### config.mk
export PLATFORM = sky130hd
export DESIGN_NAME = fb_port_ctrl_flat
export DESIGN_NICKNAME = d
export VERILOG_FILES = /design/src/rtl/img_cap_pkg.sv /design/src/rtl/fb_port_ctrl_if.sv /design/src/rtl/fb_rd_tracker.sv /design/src/rtl/fb_port_ctrl.sv /design/src/flat_wrapper.sv
export SDC_FILE = /design/constraint.sdc
export NUM_CORES = 1
export LEC_CHECK = 0
export CAP_MARGIN = 20
export CORE_ASPECT_RATIO = 1.4
export CORE_MARGIN = 4
export CORE_UTILIZATION = 47
export DETAILED_ROUTE_END_ITERATION = 10
export PLACE_DENSITY = 0.82
export REMOVE_ABC_BUFFERS = 1
export SYNTH_ARGS = -nofsm -noshare
export SYNTH_HDL_FRONTEND = slang
export SYNTH_SLANG_ARGS = --single-unit
### constraint.sdc
create_clock -name clk -period 3.2 [get_ports clk]
set_clock_uncertainty 0.15 [all_clocks]
set_input_delay 0.48 -clock clk [delete_from_list [all_inputs] [get_ports clk]]
set_output_delay 0.48 -clock clk [all_outputs]
set_load 0.05 [all_outputs]
### src/rtl/img_cap_pkg.sv
// Shared definitions for the image-capture frame-buffer path: strobe polarity
// constants, the frame-buffer port state type and default frame geometry.
package img_cap_pkg;

  localparam logic ASSERT_L   = 1'b0;
  localparam logic DEASSERT_L = 1'b1;
  localparam logic ASSERT_H   = 1'b1;
  localparam logic DEASSERT_H = 1'b0;

  localparam int FRAME_W = 640;
  localparam int FRAME_H = 480;
  localparam int FRAME_WORDS_DEF = FRAME_W * FRAME_H;

  // One-hot so that any corrupted encoding is distinguishable and recovers to S_EMPTY.
  typedef enum logic [3:0] {
    S_EMPTY = 4'b0001,
    S_WRITE = 4'b0010,
    S_FULL  = 4'b0100,
    S_READ  = 4'b1000
  } fb_state_t;

endpackage

### src/rtl/fb_port_ctrl_if.sv
// Avalon-MM single-word port between a frame-buffer controller (master) and
// the DDR memory controller (slave).
interface fb_port_ctrl_if #(
  parameter int ADDR_WIDTH = 29,
  parameter int DATA_WIDTH = 32
);
  logic [ADDR_WIDTH-1:0] avl_addr;
  logic                  avl_write_req;
  logic                  avl_read_req;
  logic [DATA_WIDTH-1:0] avl_wdata;
  logic [DATA_WIDTH-1:0] avl_rdata;
  logic                  avl_rdata_valid;
  logic                  avl_ready_in;

  modport master (
    output avl_addr, avl_write_req, avl_read_req, avl_wdata,
    input  avl_rdata, avl_rdata_valid, avl_ready_in
  );

  modport slave (
    input  avl_addr, avl_write_req, avl_read_req, avl_wdata,
    output avl_rdata, avl_rdata_valid, avl_ready_in
  );
endinterface

### src/rtl/fb_rd_tracker.sv
// Tracks outstanding read requests and counts frame returns; flags the final
// return of a frame and whether another read may be issued.
module fb_rd_tracker
  import img_cap_pkg::*;
#(
  parameter int FRAME_WORDS = 307200,
  parameter int MAX_PEND    = 8
) (
  input  logic clk,
  input  logic reset,
  input  logic rd_acc,
  input  logic rdata_valid,
  input  logic in_read,
  output logic issue_ok,
  output logic last_return
);
  localparam int PEND_W = $clog2(MAX_PEND + 1);
  localparam int CNT_W  = $clog2(FRAME_WORDS + 1);
  localparam logic [PEND_W-1:0] PEND_LIMIT = PEND_W'(MAX_PEND);
  localparam logic [CNT_W-1:0]  LAST_RET   = CNT_W'(FRAME_WORDS - 1);

  logic [PEND_W-1:0] pend;
  logic [CNT_W-1:0]  ret_cnt;
  logic              dec;
  logic              count_ret;

  // Stray returns with nothing outstanding (e.g. after a reset) never underflow pend.
  assign dec         = rdata_valid && (pend != '0);
  assign count_ret   = rdata_valid && in_read;
  assign last_return = count_ret && (ret_cnt == LAST_RET);
  assign issue_ok    = (pend < PEND_LIMIT);

  always_ff @(posedge clk or negedge reset) begin
    if (!reset) begin
      pend    <= '0;
      ret_cnt <= '0;
    end else begin
      if (rd_acc && !dec)
        pend <= pend + PEND_W'(1);
      else if (!rd_acc && dec)
        pend <= pend - PEND_W'(1);

      if (last_return)
        ret_cnt <= '0;
      else if (count_ret)
        ret_cnt <= ret_cnt + CNT_W'(1);
    end
  end
endmodule

### src/rtl/fb_port_ctrl.sv
// Frame-buffer port controller: converts active-low write/read strobes into
// linear-address Avalon-MM requests and reports full/rd_done for ping-pong use.
module fb_port_ctrl
  import img_cap_pkg::*;
#(
  parameter int ADDR_WIDTH  = 29,
  parameter int DATA_WIDTH  = 32,
  parameter int BASE_ADDR   = 0,
  parameter int FRAME_WORDS = 307200,
  parameter int MAX_PEND    = 8
) (
  input  logic                  clk,
  input  logic                  reset,
  input  logic                  wr_en,
  input  logic                  rd_en,
  input  logic [DATA_WIDTH-1:0] wr_data,
  output logic                  avl_ready,
  output logic [DATA_WIDTH-1:0] rd_data,
  output logic                  rd_data_valid,
  output logic                  full,
  output logic                  rd_done,
  fb_port_ctrl_if.master        avl
);
  localparam int PTR_W = $clog2(FRAME_WORDS + 1);
  localparam logic [PTR_W-1:0]      LAST_WORD = PTR_W'(FRAME_WORDS - 1);
  localparam logic [PTR_W-1:0]      END_PTR   = PTR_W'(FRAME_WORDS);
  localparam logic [ADDR_WIDTH-1:0] BASE_A    = ADDR_WIDTH'(BASE_ADDR);

  fb_state_t        state;
  logic [PTR_W-1:0] wr_ptr;
  logic [PTR_W-1:0] rd_ptr;
  logic             in_read;
  logic             write_req;
  logic             read_req;
  logic             wr_acc;
  logic             rd_acc;
  logic             issue_ok;
  logic             last_return;

  assign in_read   = (state == S_READ);
  assign write_req = (wr_en == ASSERT_L) && ((state == S_EMPTY) || (state == S_WRITE));
  assign read_req  = (rd_en == ASSERT_L) && ((state == S_FULL) || in_read)
                     && (rd_ptr < END_PTR) && issue_ok;
  assign wr_acc    = write_req && avl.avl_ready_in;
  assign rd_acc    = read_req && avl.avl_ready_in;

  assign avl.avl_write_req = write_req;
  assign avl.avl_read_req  = read_req;
  assign avl.avl_wdata     = wr_data;
  assign avl.avl_addr      = write_req ? BASE_A + ADDR_WIDTH'(wr_ptr)
                                       : BASE_A + ADDR_WIDTH'(rd_ptr);
  assign avl_ready         = avl.avl_ready_in;

  fb_rd_tracker #(
    .FRAME_WORDS (FRAME_WORDS),
    .MAX_PEND    (MAX_PEND)
  ) u_rd_tracker (
    .clk         (clk),
    .reset       (reset),
    .rd_acc      (rd_acc),
    .rdata_valid (avl.avl_rdata_valid),
    .in_read     (in_read),
    .issue_ok    (issue_ok),
    .last_return (last_return)
  );

  always_ff @(posedge clk or negedge reset) begin
    if (!reset) begin
      state   <= S_EMPTY;
      wr_ptr  <= '0;
      rd_ptr  <= '0;
      full    <= 1'b0;
      rd_done <= 1'b1;
    end else begin
      case (state)
        S_EMPTY: if (wr_acc) begin
          state   <= S_WRITE;
          rd_done <= 1'b0;
          wr_ptr  <= wr_ptr + PTR_W'(1);
        end
        S_WRITE: if (wr_acc) begin
          if (wr_ptr == LAST_WORD) begin
            state  <= S_FULL;
            full   <= 1'b1;
            wr_ptr <= '0;
          end else begin
            wr_ptr <= wr_ptr + PTR_W'(1);
          end
        end
        S_FULL: if (rd_acc) begin
          state  <= S_READ;
          rd_ptr <= rd_ptr + PTR_W'(1);
        end
        S_READ: begin
          // All reads are issued before the last return, so no accept can coincide with it.
          if (last_return) begin
            state   <= S_EMPTY;
            full    <= 1'b0;
            rd_done <= 1'b1;
            rd_ptr  <= '0;
          end else if (rd_acc) begin
            rd_ptr <= rd_ptr + PTR_W'(1);
          end
        end
        default: begin
          state   <= S_EMPTY;
          wr_ptr  <= '0;
          rd_ptr  <= '0;
          full    <= 1'b0;
          rd_done <= 1'b1;
        end
      endcase
    end
  end

  always_ff @(posedge clk or negedge reset) begin
    if (!reset) begin
      rd_data       <= '0;
      rd_data_valid <= 1'b0;
    end else begin
      rd_data       <= avl.avl_rdata;
      rd_data_valid <= avl.avl_rdata_valid;
    end
  end
endmodule

### src/flat_wrapper.sv
// flat-port wrapper written by rule: the top's interface ports become plain ports
module fb_port_ctrl_flat import img_cap_pkg::*;
#(
  parameter int ADDR_WIDTH  = 29,
  parameter int DATA_WIDTH  = 32,
  parameter int BASE_ADDR   = 0,
  parameter int FRAME_WORDS = 307200,
  parameter int MAX_PEND    = 8
)
  (clk, reset, wr_en, rd_en, wr_data, avl_ready, rd_data, rd_data_valid, full, rd_done, avl_avl_addr, avl_avl_write_req, avl_avl_read_req, avl_avl_wdata, avl_avl_rdata, avl_avl_rdata_valid, avl_avl_ready_in);
  fb_port_ctrl_if #(.ADDR_WIDTH(ADDR_WIDTH), .DATA_WIDTH(DATA_WIDTH)) avl_i ();
  input  logic clk;
  input  logic reset;
  input  logic wr_en;
  input  logic rd_en;
  input  logic [DATA_WIDTH-1:0] wr_data;
  output logic avl_ready;
  output logic [DATA_WIDTH-1:0] rd_data;
  output logic rd_data_valid;
  output logic full;
  output logic rd_done;
  output wire logic [$bits(avl_i.avl_addr)-1:0] avl_avl_addr;
  output wire logic [$bits(avl_i.avl_write_req)-1:0] avl_avl_write_req;
  output wire logic [$bits(avl_i.avl_read_req)-1:0] avl_avl_read_req;
  output wire logic [$bits(avl_i.avl_wdata)-1:0] avl_avl_wdata;
  input wire logic [$bits(avl_i.avl_rdata)-1:0] avl_avl_rdata;
  input wire logic [$bits(avl_i.avl_rdata_valid)-1:0] avl_avl_rdata_valid;
  input wire logic [$bits(avl_i.avl_ready_in)-1:0] avl_avl_ready_in;
  assign avl_avl_addr = avl_i.avl_addr;
  assign avl_avl_write_req = avl_i.avl_write_req;
  assign avl_avl_read_req = avl_i.avl_read_req;
  assign avl_avl_wdata = avl_i.avl_wdata;
  assign avl_i.avl_rdata = avl_avl_rdata;
  assign avl_i.avl_rdata_valid = avl_avl_rdata_valid;
  assign avl_i.avl_ready_in = avl_avl_ready_in;
  fb_port_ctrl #(.ADDR_WIDTH(ADDR_WIDTH), .DATA_WIDTH(DATA_WIDTH), .BASE_ADDR(BASE_ADDR), .FRAME_WORDS(FRAME_WORDS), .MAX_PEND(MAX_PEND)) u_core (.clk(clk), .reset(reset), .wr_en(wr_en), .rd_en(rd_en), .wr_data(wr_data), .avl_ready(avl_ready), .rd_data(rd_data), .rd_data_valid(rd_data_valid), .full(full), .rd_done(rd_done), .avl(avl_i));
endmodule
==> results of run 1 <==
power groups by stage:
stage	Sequential, W	Clock [W]	Combinational, W
2_1_floorplan	0.00160	0	0.000772
3_3_place_gp	0.00152	0	0.00132
3_5_place_dp	0.00152	0	0.00136
4_1_cts	0.00150	0.00121	0.00137
5_1_grt	0.00151	0.00127	0.00150
6_report	0.00150	0.00119	0.00138
metrics by stage:
step                setup slack (ps)  std cells  hold slack [ps]
floorplan                       -219        435             34.4
global placement                 187        679              299
detailed placement               108        679              315
CTS                              101        695             39.5
global route                    47.3        695             66.5
finish                           172        695             18.8
Yosys cell counts, drive strengths merged, types with 3 or more instances:
| cell | count | area share |
|---|---|---|
| and4 | 8 | 0.014 |
| dfrtp | 98 | 0.48 |
| and3 | 8 | 0.0097 |
| nand2b | 4 | 0.0049 |
| a21oi | 17 | 0.018 |
| xnor2 | 29 | 0.049 |
| nor4b | 4 | 0.011 |
| a31oi | 4 | 0.0049 |
| and2 | 5 | 0.0061 |
| or3 | 4 | 0.0049 |
| nor2 | 45 | 0.036 |
| nor4 | 8 | 0.025 |
| inv | 16 | 0.012 |
| nand4 | 10 | 0.012 |
| o21ai | 19 | 0.018 |
| nand2 | 37 | 0.027 |
| xor2 | 10 | 0.021 |
| buf | 58 | 0.081 |
| ha | 6 | 0.015 |
| nor3 | 11 | 0.012 |
| a21o | 3 | 0.0044 |
| o22ai | 3 | 0.0036 |
| nand3 | 28 | 0.027 |
| mux2 | 21 | 0.046 |
final timing paths:
kind,slack (ps),startpoint,to
worst max register to register,380,u_core.rd_ptr[12],u_core.u_rd_tracker.pend[3]
worst min-delay path,20,reset,u_core.u_rd_tracker.pend[2]
worst min register to register,330,u_core.u_rd_tracker.ret_cnt[6],u_core.u_rd_tracker.ret_cnt[6]
max in group asynchronous,2150,reset,u_core.state[0]
worst max-delay path,170,u_core.state[0],avl_avl_addr[5]
min in group clk,330,u_core.u_rd_tracker.ret_cnt[6],u_core.u_rd_tracker.ret_cnt[6]
layout by cell type (no fill, tap or decap), types with 3 or more instances in the layout:
| master | netlist | final |
|---|---|---|
| sky130_fd_sc_hd__dfrtp_1 | 98 | 98 |
| sky130_fd_sc_hd__ha_1 | 6 | 6 |
| sky130_fd_sc_hd__conb_1 | 1 | 10 |
| sky130_fd_sc_hd__and4_1 | 8 | 8 |
| sky130_fd_sc_hd__clkdlybuf4s50_1 | 0 | 72 |
| sky130_fd_sc_hd__buf_12 | 0 | 7 |
| sky130_fd_sc_hd__nand4_1 | 10 | 10 |
| sky130_fd_sc_hd__and3_1 | 8 | 8 |
| sky130_fd_sc_hd__a31oi_1 | 4 | 4 |
| sky130_fd_sc_hd__inv_1 | 16 | 16 |
| sky130_fd_sc_hd__a21o_1 | 3 | 3 |
| sky130_fd_sc_hd__o21ai_1 | 3 | 3 |
| sky130_fd_sc_hd__nor4_2 | 5 | 5 |
| sky130_fd_sc_hd__a21oi_1 | 15 | 15 |
| sky130_fd_sc_hd__mux2_2 | 21 | 21 |
| sky130_fd_sc_hd__nand2_1 | 37 | 37 |
| sky130_fd_sc_hd__nand2b_1 | 4 | 4 |
| sky130_fd_sc_hd__or3_1 | 4 | 4 |
| sky130_fd_sc_hd__clkbuf_16 | 0 | 9 |
| sky130_fd_sc_hd__xor2_1 | 9 | 9 |
| sky130_fd_sc_hd__nor3_1 | 10 | 10 |
| sky130_fd_sc_hd__and2_1 | 5 | 5 |
| sky130_fd_sc_hd__nand3_1 | 28 | 28 |
| sky130_fd_sc_hd__nor4_4 | 3 | 3 |
| sky130_fd_sc_hd__nor2_1 | 41 | 41 |
| sky130_fd_sc_hd__o21ai_0 | 16 | 16 |
| sky130_fd_sc_hd__o22ai_1 | 3 | 3 |
| sky130_fd_sc_hd__buf_4 | 48 | 24 |
| sky130_fd_sc_hd__xnor2_1 | 29 | 29 |
area by class of cell:
| type | count | share of cell area |
|---|---|---|
| tap | 141 | 0.0279 |
| multi-input combinational | 319 | 0.350 |
| sequential | 100 | 0.396 |
| clock buffer | 11 | 0.0384 |
| inverter | 16 | 0.00950 |
| timing repair buffer | 103 | 0.165 |
| clock inverter | 5 | 0.0131 |
registers in the layout, indices dropped and copies added, names as in the netlist:
| register | flops |
|---|---|
| u_core.wr_ptr | 19 |
| u_core.rd_ptr | 19 |
| u_core.rd_done | 1 |
| u_core.u_rd_tracker.pend | 4 |
| u_core.full | 1 |
| u_core.rd_data | 32 |
| u_core.u_rd_tracker.ret_cnt | 19 |
| u_core.state | 4 |
| u_core.rd_data_valid | 1 |
layer usage:
layer / vias up / GRT usage
li1: 1765 / -
met1: 1925 / 0.279
met2: 177 / 0.328
met3: 22 / 0.0805
met4: 0 / 0.0624
met5: - / 0.0500
cell families after synthesis:
family	after synthesis	synth area share
flip-flops	100	0.486
XOR/XNOR	39	0.0699
other	1	0.000727
multiplexers	21	0.0459
adder cells (fa/ha/maj)	7	0.0184
buffers and inverters	75	0.0932
AO/OA/AOI/OAI	62	0.0842
AND/OR/NAND/NOR	180	0.202
critical path, delay by kind of cell (launching register included):
| family | cells | cell delay, ps |
|---|---|---|
| flops | 1 | 660 |
| mux | 1 | 370 |
| simple gates | 2 | 350 |
| buf+inv | 2 | 390 |
| xor+xnor | 1 | 280 |
==> summary.log, run 1 <==
qor: sta.fmax 0.330 GHz
qor: clock_tree.root_buffer sky130_fd_sc_hd__clkbuf_16
qor: critical_path.worst_ep_required_time 2570 ps
qor: route.first_iter_violations 231
qor: sta.worst-slew-pin-transition 679 ps
qor: place.portBuffers 94
qor: layout.fillers 914
qor: pwr.power.switching_fraction 0.363
qor: die.die_w 96.5 um
qor: die.row_count 45
qor: sta.max-slew-margin-rel 0.548
qor: route.post_drt_via_cell_ratio 5.60
qor: layout.seq_area 0.00250 mm2
qor: critical_path.timing.critical_path.from_type flip-flop
qor: critical_path.endpoint_kind output port
qor: synth.ys_dominant_reg_cell sky130_fd_sc_hd__dfrtp_1
qor: route.drt_drc_violations_left 0
qor: synth.syn_avg_cell_area 10.6 um2
qor: synth.number_of_flip_flops_and_latches_in_the_synthesized_netlist 100
qor: layout.final_area 0.00632 mm2
qor: die.floorplan.initialDensity 0.477
qor: layout.synthToLayoutAreaGrowth 22.5%
qor: pwr.p_comb_frac 0.338
qor: clock_tree.clock_latency 350 ps
qor: clock_tree.cts_tree built
qor: grt.first_global_vias 4,008
qor: route.detailed_routing_iteration_count_for_the_pre_antenna_repair_pass 5
qor: layout.multiInputGateArea 0.00221 mm2
qor: grt.grt_start_max_net_pins 53
qor: sta.totalNegativeSetupSlack 0 ps
qor: route.route.vias.total 3,889
qor: critical_path.cp_slowest_stage_delay 660 ps
qor: clock_tree.worst_setup_hold_path_clk_slew 70 ps
qor: synth.yosysSeqAreaShare 0.486
qor: clock_tree.total_clock_buffers_created_by_cts 9
qor: sta.period_minus_slack 3030 ps
qor: critical_path.path_cells xor2_1 -> nand2_1 -> nor2_4 -> buf_12 -> mux2_2 -> buf_4
qor: pwr.cell_internal_pwr 0.00259 W
qor: clock_tree.cts_num_sinks 100
qor: route.wl 13,200 um
qor: pwr.clock_power_share 0.293
qor: critical_path.path_class flip-flop to output port
qor: synth.synthDistinctLibCells 58
qor: critical_path.critPathArrivalTime 2400 ps
qor: place.placedInstanceArea 0.00599 mm2
qor: grt.grt_antenna_before_repair 0
qor: route.m1WireLength 5380 um
qor: pwr.ir_drop 0.439 mV
qor: route.antenna_left 0
qor: route.met3WireLength 1300 um
qor: synth.synth-async-reset-ratio 1.00
qor: grt.grt_pass1_wl 21,000 um
qor: synth.synthCells 485
qor: sta.finalHoldViolCount 0
qor: route.top_layer_used met4
qor: clock_tree.cts_htree_levels 3
qor: critical_path.timing.critical_path.slowest_stage_cell sky130_fd_sc_hd__dfstp_2
qor: clock_tree.cts_resized 0
qor: die.design.portCount 169
qor: pwr.power.switching 0.00148 W
qor: clock_tree.cts.path.max_buffers 2
qor: place.dp_wirelength 9970 um
qor: die.chipHeight 132 um
qor: synth.yosysWarnings 0
qor: layout.drive_gt1_frac 0.166
qor: grt.globalRoute.totalOverflow 0
qor: die.die-area 0.0127 mm2
qor: pwr.total_power 0.00407 W
qor: sta.min_period_over_period 0.946
qor: critical_path.timing.critical_path.fanout_max 19
qor: min_path.hp-class input pin to async pin
qor: route.wire_per_inst 19.0 um
qor: critical_path.worstRegToRegCells 11
qor: status.outcome completed
qor: sta.grt_setup_unrepaired no
qor: synth.synth_area 0.00516 mm2
qor: die.core 0.0108 mm2
qor: pwr.p_leak 2.67 nW
qor: clock_tree.hold_buf_count_cts 0
qor: route.met2_length 6320 um
qor: layout.n_antenna_cell 0
qor: pwr.power_density 644 mW/mm2
qor: synth.number_of_enable_flip_flop_cells_after_synthesis 0
qor: sta.maxSlewViolCount 0
qor: grt.grt_use_total 0.215
qor: layout.final_layout_net_count 626
qor: sta.finalSetupViolations 0
qor: job.drv.max_cap_violation_count 0
qor: pwr.power.share.sequential 0.369
qor: place.routabilityCongestion 0.872
qor: layout.share_of_the_core_filled_with_cells_in_the_final_layout 0.584
qor: clock_tree.cts_setup_buffers 0
Power figures use the tool's default switching activity.
==> run 2, diff against run 1 <==
- ABC_AREA: unset -> 0
- MAX_ROUTING_LAYER: unset -> met4
- SYNTH_HIERARCHICAL: unset -> 1
==> run 2 against run 1 <==
Setup slack lost 23 ps. Flip-flop and latch count is the same. First-iteration DRC count grew 4.8%. Sequential power shrank 8%. Area after synthesis grew 0.15%. Global-route usage grew 0.18 points. Combinational power shrank 20%. Non-clock buffer count grew 6. Synthesized cell count grew 3.9%. Cell area shrank 0.48%. Count of clock-buffer cells in the layout shrank 1. Largest cell class unchanged. Highest routed layer unchanged.
==> summary.log, run 2 <==
qor: min_path.hp-class input pin to async pin
qor: synth.number_of_flip_flops_and_latches_in_the_synthesized_netlist 100 [unchanged]
qor: die.die_w 96.6 um [about the same]
qor: critical_path.timing.critical_path.fanout_max 12 [-7]
qor: grt.globalRoute.totalOverflow 0 [unchanged]
qor: critical_path.worst_ep_required_time 2570 ps [about the same]
qor: route.post_drt_via_cell_ratio 5.74 [+2.6%]
qor: critical_path.setup.worst_path.start u_core/state[0]
qor: die.core 0.0108 mm2 [unchanged]
qor: die.die-area 0.0128 mm2 [+0.14%]
qor: route.route.vias.total 4,116 [+5.8%]
qor: synth.number_of_enable_flip_flop_cells_after_synthesis 0 [unchanged]
qor: critical_path.reg2reg_slack 320 ps [-60 ps]
qor: clock_tree.cts_resized 0 [unchanged]
qor: clock_tree.hold_buf_count_cts 0 [unchanged]
qor: clock_tree.total_clock_buffers_created_by_cts 9 [unchanged]
qor: synth.synth_top_cells_by_area sky130_fd_sc_hd__dfrtp_1, sky130_fd_sc_hd__buf_4, sky130_fd_sc_hd__mux2_2
qor: grt.grt_pass1_wl 20,600 um [-2.0%]
qor: sta.finalHoldWorstSlack 82.3 ps [+63.5 ps]
qor: layout.most_frequent_cells_in_the_layout sky130_fd_sc_hd__dfrtp_1, sky130_fd_sc_hd__clkdlybuf4s50_1, sky130_fd_sc_hd__nand2_1, sky130_fd_sc_hd__buf_4, sky130_fd_sc_hd__o21ai_0
qor: synth.commonest_cells_in_the_netlist sky130_fd_sc_hd__dfrtp_1, sky130_fd_sc_hd__buf_4, sky130_fd_sc_hd__nand2_1
qor: critical_path.critPathArrivalTime 2420 ps [+20 ps]
qor: layout.drive_gt1_frac 0.156 [-0.00981]
qor: die.floorplan.initialDensity 0.478 [+0.000695]
qor: die.chipHeight 132 um [about the same]
qor: route.detailed_routing_iteration_count_for_the_pre_antenna_repair_pass 5 [unchanged]
qor: sta.finalSetupViolations 0 [unchanged]
qor: pwr.cell_internal_pwr 0.00227 W [-13%]
qor: critical_path.timing.critical_path.from_type flip-flop
qor: pwr.p_comb_frac 0.316 [-0.022]
qor: clock_tree.root_buffer sky130_fd_sc_hd__clkbuf_16
qor: pwr.power.share.sequential 0.395 [+0.026]
qor: synth.post-synth-top-area-cell sky130_fd_sc_hd__dfrtp_1
qor: clock_tree.cts.path.max_buffers 2 [unchanged]
qor: sta.period_minus_slack 3050 ps [+22.6 ps]
qor: grt.grt_antenna_before_repair 0 [unchanged]
qor: place.dp_wirelength 9880 um [-0.88%]
qor: clock_tree.cts_htree_levels 3 [unchanged]
qor: synth.synth_area 0.00516 mm2 [+0.15%]
qor: critical_path.regToRegStartpoint u_core/rd_ptr[12]
qor: synth.synthCells 504 [+3.9%]
qor: synth.synthDistinctLibCells 65 [+12%]
qor: clock_tree.cts_num_sinks 100 [unchanged]
qor: layout.largest_register u_core/rd_data
qor: synth.yosys.area.top_type_share 0.475 [-0.000691]
qor: critical_path.path_class flip-flop to output port
qor: clock_tree.cts_setup_buffers 0 [unchanged]
qor: synth.yosysSeqAreaShare 0.485 [-0.000706]
qor: die.row_count 45 [unchanged]
qor: synth.ys_dominant_reg_cell sky130_fd_sc_hd__dfrtp_1
qor: sta.maxSlewViolCount 0 [unchanged]
qor: synth.synth-async-reset-ratio 1.00 [unchanged]
qor: sta.min_period_over_period 0.953 [+0.00706]
qor: grt.first_global_vias 4,034 [+0.65%]
qor: layout.n_antenna_cell 0 [unchanged]
qor: clock_tree.worst_setup_hold_path_clk_slew 70 ps [about the same]
qor: clock_tree.cts_tree built
qor: sta.grt_setup_unrepaired no
qor: synth.yosysMostFrequentCell sky130_fd_sc_hd__dfrtp_1
qor: pwr.clock_power_share 0.289 [-0.004]
qor: pwr.power_density 557 mW/mm2 [-14%]
qor: pwr.p_leak 2.72 nW [+2.0%]
qor: critical_path.crit_path_end avl_avl_addr[9]
qor: synth.yosysWarnings 6 [+6]
qor: pwr.total_power 0.00351 W [-14%]
qor: route.drt_drc_violations_left 0 [unchanged]
qor: pwr.ir_drop 0.380 mV [-14%]
qor: critical_path.worst_r2r_endpoint u_core/u_rd_tracker/pend[3]
qor: sta.fmax 0.328 GHz [-0.74%]
qor: pwr.power.switching 0.00124 W [-16%]
qor: place.routabilityCongestion 0.877 [+0.56%]
qor: layout.synthToLayoutAreaGrowth 21.8%
qor: layout.flip_flop_count_of_the_largest_register_after_layout 32 [unchanged]
qor: pwr.power.switching_fraction 0.354 [-0.00955]
qor: layout.final_layout_net_count 649 [+3.7%]
qor: critical_path.endpoint_kind output port
qor: synth.syn_avg_cell_area 10.2 um2 [-3.6%]
qor: route.antenna_left 0 [unchanged]
qor: die.design.portCount 169 [unchanged]
qor: sta.worst-slew-pin-transition 806 ps [+128 ps]
qor: layout.mostFrequentLayoutCell sky130_fd_sc_hd__dfrtp_1
qor: sta.max-slew-margin-rel 0.462 [-0.0850]
qor: status.outcome completed
qor: critical_path.worstRegToRegCells 9 [-2]
qor: sta.finalHoldViolCount 0 [unchanged]
qor: route.wire_per_inst 18.4 um [-3.0%]
qor: clock_tree.clock_latency 340 ps [about the same]
qor: job.drv.max_cap_violation_count 0 [unchanged]
qor: place.portBuffers 94 [unchanged]
qor: grt.grt_use_total 0.216 [+0.00183]
qor: route.wl 13,200 um [about the same]
qor: route.first_iter_violations 242 [+4.8%]
qor: grt.grt_start_max_net_pins 65 [+23%]
[run 2: changes by cell type in the layout (fill, tap and decap cells not counted), moves of 6 or more]
cell and change:
sky130_fd_sc_hd__or4_1 +7, sky130_fd_sc_hd__a21o_1 +6, sky130_fd_sc_hd__o21ai_0 +11, sky130_fd_sc_hd__nor2_1 -15, sky130_fd_sc_hd__a22o_1 +10, sky130_fd_sc_hd__nand4_1 +6, sky130_fd_sc_hd__nand2_1 +6, sky130_fd_sc_hd__xnor2_1 -12
sky130_fd_sc_hd__inv_1 -6, sky130_fd_sc_hd__buf_4 +8
[run 2: cell type report]
| cell class | instances | area (um2) |
|---|---|---|
| tap | 141 | 176 |
| timing repair buffer | 109 | 1060 |
| fill | 924 | 4520 |
| sequential | 100 | 2500 |
| clock inverter | 5 | 38.8 |
| inverter | 10 | 37.5 |
| clock buffer | 10 | 239 |
| multi-input combinational | 342 | 2230 |
[run 2: cells by family after synthesis]
kind of cell / Yosys count / share of synthesized area
AO/OA/AOI/OAI: 96 / 0.129
XOR/XNOR: 21 / 0.0356
adder cells (fa/ha/maj): 7 / 0.0184
buffers and inverters: 71 / 0.0896
flip-flops: 100 / 0.485
multiplexers: 20 / 0.0431
other: 1 / 0.000726
AND/OR/NAND/NOR: 188 / 0.199
[run 2: per-layer routing]
layer | vias to the layer above | track usage | routed length, um | part of all wire
li1 | 1902 | - | - | -
met3 | 24 | 0.0760 | 1360 | 0.10
met2 | 198 | 0.325 | 6340 | 0.48
met5 | - | - | 0 | 0
met1 | 1992 | 0.265 | 5210 | 0.39
met4 | 0 | 0.0858 | 321 | 0.024
[run 2: how the worst min path moves through the flow]
stage / startpoint / endpoint / slack [ps]
after floorplan: reset / u_core/full / 30
after global placement: u_core/u_rd_tracker/ret_cnt[6] / u_core/u_rd_tracker/ret_cnt[6] / 330
after detailed placement: u_core/u_rd_tracker/ret_cnt[6] / u_core/u_rd_tracker/ret_cnt[6] / 340
after CTS: reset / u_core/rd_data[2] / 110
after global routing: reset / u_core/rd_data[10] / 170
final: reset / u_core/rd_data[10] / 80
[run 2: through the flow]
step / setup TNS, ps / instances / area, um2 / utilization / setup slack (ps)
2_1_floorplan: -82.6 / 452 / 4770 / - / -41.3
3_3_place_gp: 0 / 702 / 6010 / 0.556 / 51.6
3_5_place_dp: -5.49 / 702 / 6010 / 0.556 / -5.49
4_1_cts: 0 / 717 / 6290 / 0.582 / 154
5_1_grt: 0 / 717 / 6290 / 0.582 / 70.2
6_report: 0 / 717 / 6290 / 0.582 / 149
[run 2: critical path, cell delays in order, from the launching register on]
cell	delay, ps
sky130_fd_sc_hd__dfstp_2	600
sky130_fd_sc_hd__xnor2_1	170
sky130_fd_sc_hd__nor3_2	290
sky130_fd_sc_hd__nand2b_1	150
sky130_fd_sc_hd__buf_4	210
sky130_fd_sc_hd__o21ai_0	450
sky130_fd_sc_hd__buf_12	210
[run 2: power by group through the flow]
stage          logic [W]  registers (W)  clock network, W
5_1_grt          0.00120        0.00139           0.00109
3_5_place_dp     0.00110        0.00141                 0
6_report         0.00111        0.00138           0.00101
4_1_cts          0.00111        0.00138           0.00104
3_3_place_gp     0.00108        0.00140                 0
2_1_floorplan   0.000557        0.00151                 0
==> run 3, diff against run 2 <==
- CORE_UTILIZATION: 47 -> 40
- PLACE_DENSITY: 0.82 -> 0.71
- SLEW_MARGIN: unset -> 15
==> run 3 against run 2 <==
The flow now finishes with violations (hold timing). Routed wire length decreased by 0.37%. Highest routed layer unchanged. Die area increased by 16%. Clock power grew 19%. Critical path type unchanged. Register-to-register slack better by 40 ps. Flip-flop and latch count did not move. Maximum frequency rose by 3.1%. First-iteration DRC count increased by 40%. Largest cell class unchanged.
==> summary.log, run 3 (same netlist as run 2, synthesis figures left out) <==
qor: clock_tree.cts_resized 0 [unchanged]
qor: pwr.total_power 0.00369 W [+5.2%]
qor: route.route.vias.total 4,134 [+0.44%]
qor: sta.finalHoldWorstSlack -15.3 ps [-97.7 ps]
qor: sta.fmax 0.338 GHz [+3.1%]
qor: route.antenna_left 0 [unchanged]
qor: die.chipHeight 142 um [+7.9%]
qor: sta.grt_setup_unrepaired no
qor: clock_tree.cts_tree built
qor: clock_tree.cts_htree_levels 3 [unchanged]
qor: place.portBuffers 94 [unchanged]
qor: clock_tree.cts_num_sinks 100 [unchanged]
qor: layout.largest_register u_core/rd_data
qor: layout.n_antenna_cell 0 [unchanged]
qor: layout.drive_gt1_frac 0.161 [+0.00437]
qor: layout.fillers 1,145 [+24%]
qor: pwr.ir_drop 0.439 mV [+15%]
qor: layout.most_frequent_cells_in_the_layout sky130_fd_sc_hd__dfrtp_1, sky130_fd_sc_hd__clkdlybuf4s50_1, sky130_fd_sc_hd__nand2_1, sky130_fd_sc_hd__buf_4, sky130_fd_sc_hd__o21ai_0
qor: grt.first_global_vias 4,074 [+0.99%]
qor: die.die_w 104 um [+7.7%]
qor: place.routabilityCongestion 0.830 [-5.4%]
qor: sta.finalHoldViolCount 10 [+10]
qor: sta.finalSetupViolations 0 [unchanged]
qor: grt.globalRoute.totalOverflow 0 [unchanged]
qor: critical_path.timing.critical_path.fanout_max 13 [+1]
qor: route.detailed_routing_iteration_count_for_the_pre_antenna_repair_pass 5 [unchanged]
qor: layout.final_layout_net_count 651 [+0.31%]
qor: grt.grt_antenna_before_repair 0 [unchanged]
qor: critical_path.endpoint_kind output port
qor: clock_tree.cts_setup_buffers 0 [unchanged]
qor: clock_tree.total_clock_buffers_created_by_cts 9 [unchanged]
qor: route.wire_per_inst 18.1 um [-2.0%]
qor: min_path.hp-class input pin to async pin
qor: layout.synthToLayoutAreaGrowth 23.3%
qor: job.drv.max_cap_violation_count 0 [unchanged]
qor: critical_path.timing.critical_path.from_type flip-flop
qor: clock_tree.cts.path.max_buffers 2 [unchanged]
qor: die.design.portCount 169 [unchanged]
qor: route.drt_drc_violations_left 0 [unchanged]
qor: die.floorplan.initialDensity 0.413 [-0.0643]
qor: grt.grt_pass1_wl 21,200 um [+2.9%]
qor: layout.share_of_the_core_filled_with_cells_in_the_final_layout 0.510 [-0.0720]
qor: sta.period_minus_slack 2960 ps [-92.7 ps]
qor: clock_tree.hold_buf_count_cts 0 [unchanged]
qor: route.post_drt_via_cell_ratio 5.67 [-1.2%]
qor: pwr.power_density 579 mW/mm2 [+3.9%]
qor: sta.worst-slew-pin-transition 589 ps [-218 ps]
qor: critical_path.path_class flip-flop to output port
qor: sta.max-slew-margin-rel 0.597 [+0.135]
qor: pwr.p_leak 2.75 nW [+1.2%]
qor: critical_path.critPathArrivalTime 2330 ps [-90 ps]
qor: status.outcome finished with violations
qor: die.core 0.0125 mm2 [+16%]
qor: grt.grt_start_max_net_pins 56 [-14%]
qor: layout.flip_flop_count_of_the_largest_register_after_layout 32 [unchanged]
qor: route.wl 13,200 um [-0.37%]
qor: layout.final_area 0.00637 mm2 [+1.3%]
qor: place.placedInstanceArea 0.00604 mm2 [+0.44%]
qor: status.failed_checks hold timing
qor: layout.mostFrequentLayoutCell sky130_fd_sc_hd__dfrtp_1
qor: die.die-area 0.0148 mm2 [+16%]
qor: clock_tree.clock_latency 340 ps [about the same]
qor: die.row_count 48 [+6.7%]
qor: grt.grt_use_total 0.181 [-0.0354]
qor: sta.maxSlewViolCount 0 [unchanged]
qor: critical_path.worst_ep_required_time 2570 ps [about the same]
qor: clock_tree.root_buffer sky130_fd_sc_hd__clkbuf_16
qor: clock_tree.worst_setup_hold_path_clk_slew 70 ps [about the same]
qor: sta.min_period_over_period 0.924 [-0.0290]
qor: place.dp_wirelength 9810 um [-0.70%]
qor: route.first_iter_violations 339 [+40%]
==> run 3: area by class of cell <==
type / count / area (um2) / share of cell area
well taps: 150 / 188 / 0.0295
clock buffers: 9 / 225 / 0.0354
repair buffers: 111 / 1080 / 0.169
inverters: 10 / 37.5 / 0.00590
clock inverters: 7 / 105 / 0.0165
flip-flops and latches: 100 / 2500 / 0.393
multi-input cells: 342 / 2230 / 0.350
==> run 3: power by group <==
part	switching [W]	internal [W]	total [W]
clock	0.000504	0.000700	0.00120
sequential	0.0000528	0.00133	0.00138
combinational	0.000715	0.000386	0.00110
==> run 3: critical path: stages (launching register included) <==
cell                       delay, ps
sky130_fd_sc_hd__dfstp_2         600
sky130_fd_sc_hd__xnor2_1         160
sky130_fd_sc_hd__nor3_2          310
sky130_fd_sc_hd__nand2b_1        130
sky130_fd_sc_hd__buf_4           200
sky130_fd_sc_hd__o21ai_0         390
sky130_fd_sc_hd__buf_12          200
==> run 3: per-stage QoR <==
step	instances	TNS [ps]	hold WS, ps	worst slack (ps)
final	729	0	-15.3	242
after global routing	729	0	34.2	75.4
after CTS	729	0	9.81	220
after detailed placement	713	0	329	53.4
after global placement	713	0	330	186
after floorplan	452	-82.6	34.4	-41.3
==> run 3: path summary, 6_finish.rpt <==
| path | cells after the start | from | slack [ps] | to |
|---|---|---|---|---|
| setup / recovery | 6 | u_core/state[0] | 240 | avl_avl_addr[9] |
| hold / removal | 1 | reset | -20 | u_core/rd_data[13] |
| setup reg to reg | 9 | u_core/rd_ptr[14] | 360 | u_core/u_rd_tracker/pend[3] |
| hold reg to reg | 1 | u_core/u_rd_tracker/ret_cnt[17] | 350 | u_core/u_rd_tracker/ret_cnt[17] |
| max in group asynchronous | 2 | reset | 2180 | u_core/state[0] |
| min in group clk | 1 | u_core/u_rd_tracker/ret_cnt[17] | 350 | u_core/u_rd_tracker/ret_cnt[17] |
==> run 3: routing by layer <==
| layer | track usage | up-vias | share of wire |
|---|---|---|---|
| li1 | - | 1904 | - |
| met5 | - | - | 0 |
| met2 | 0.289 | 176 | 0.48 |
| met1 | 0.223 | 2036 | 0.42 |
| met4 | 0.0469 | 0 | 0.016 |
| met3 | 0.0595 | 18 | 0.082 |
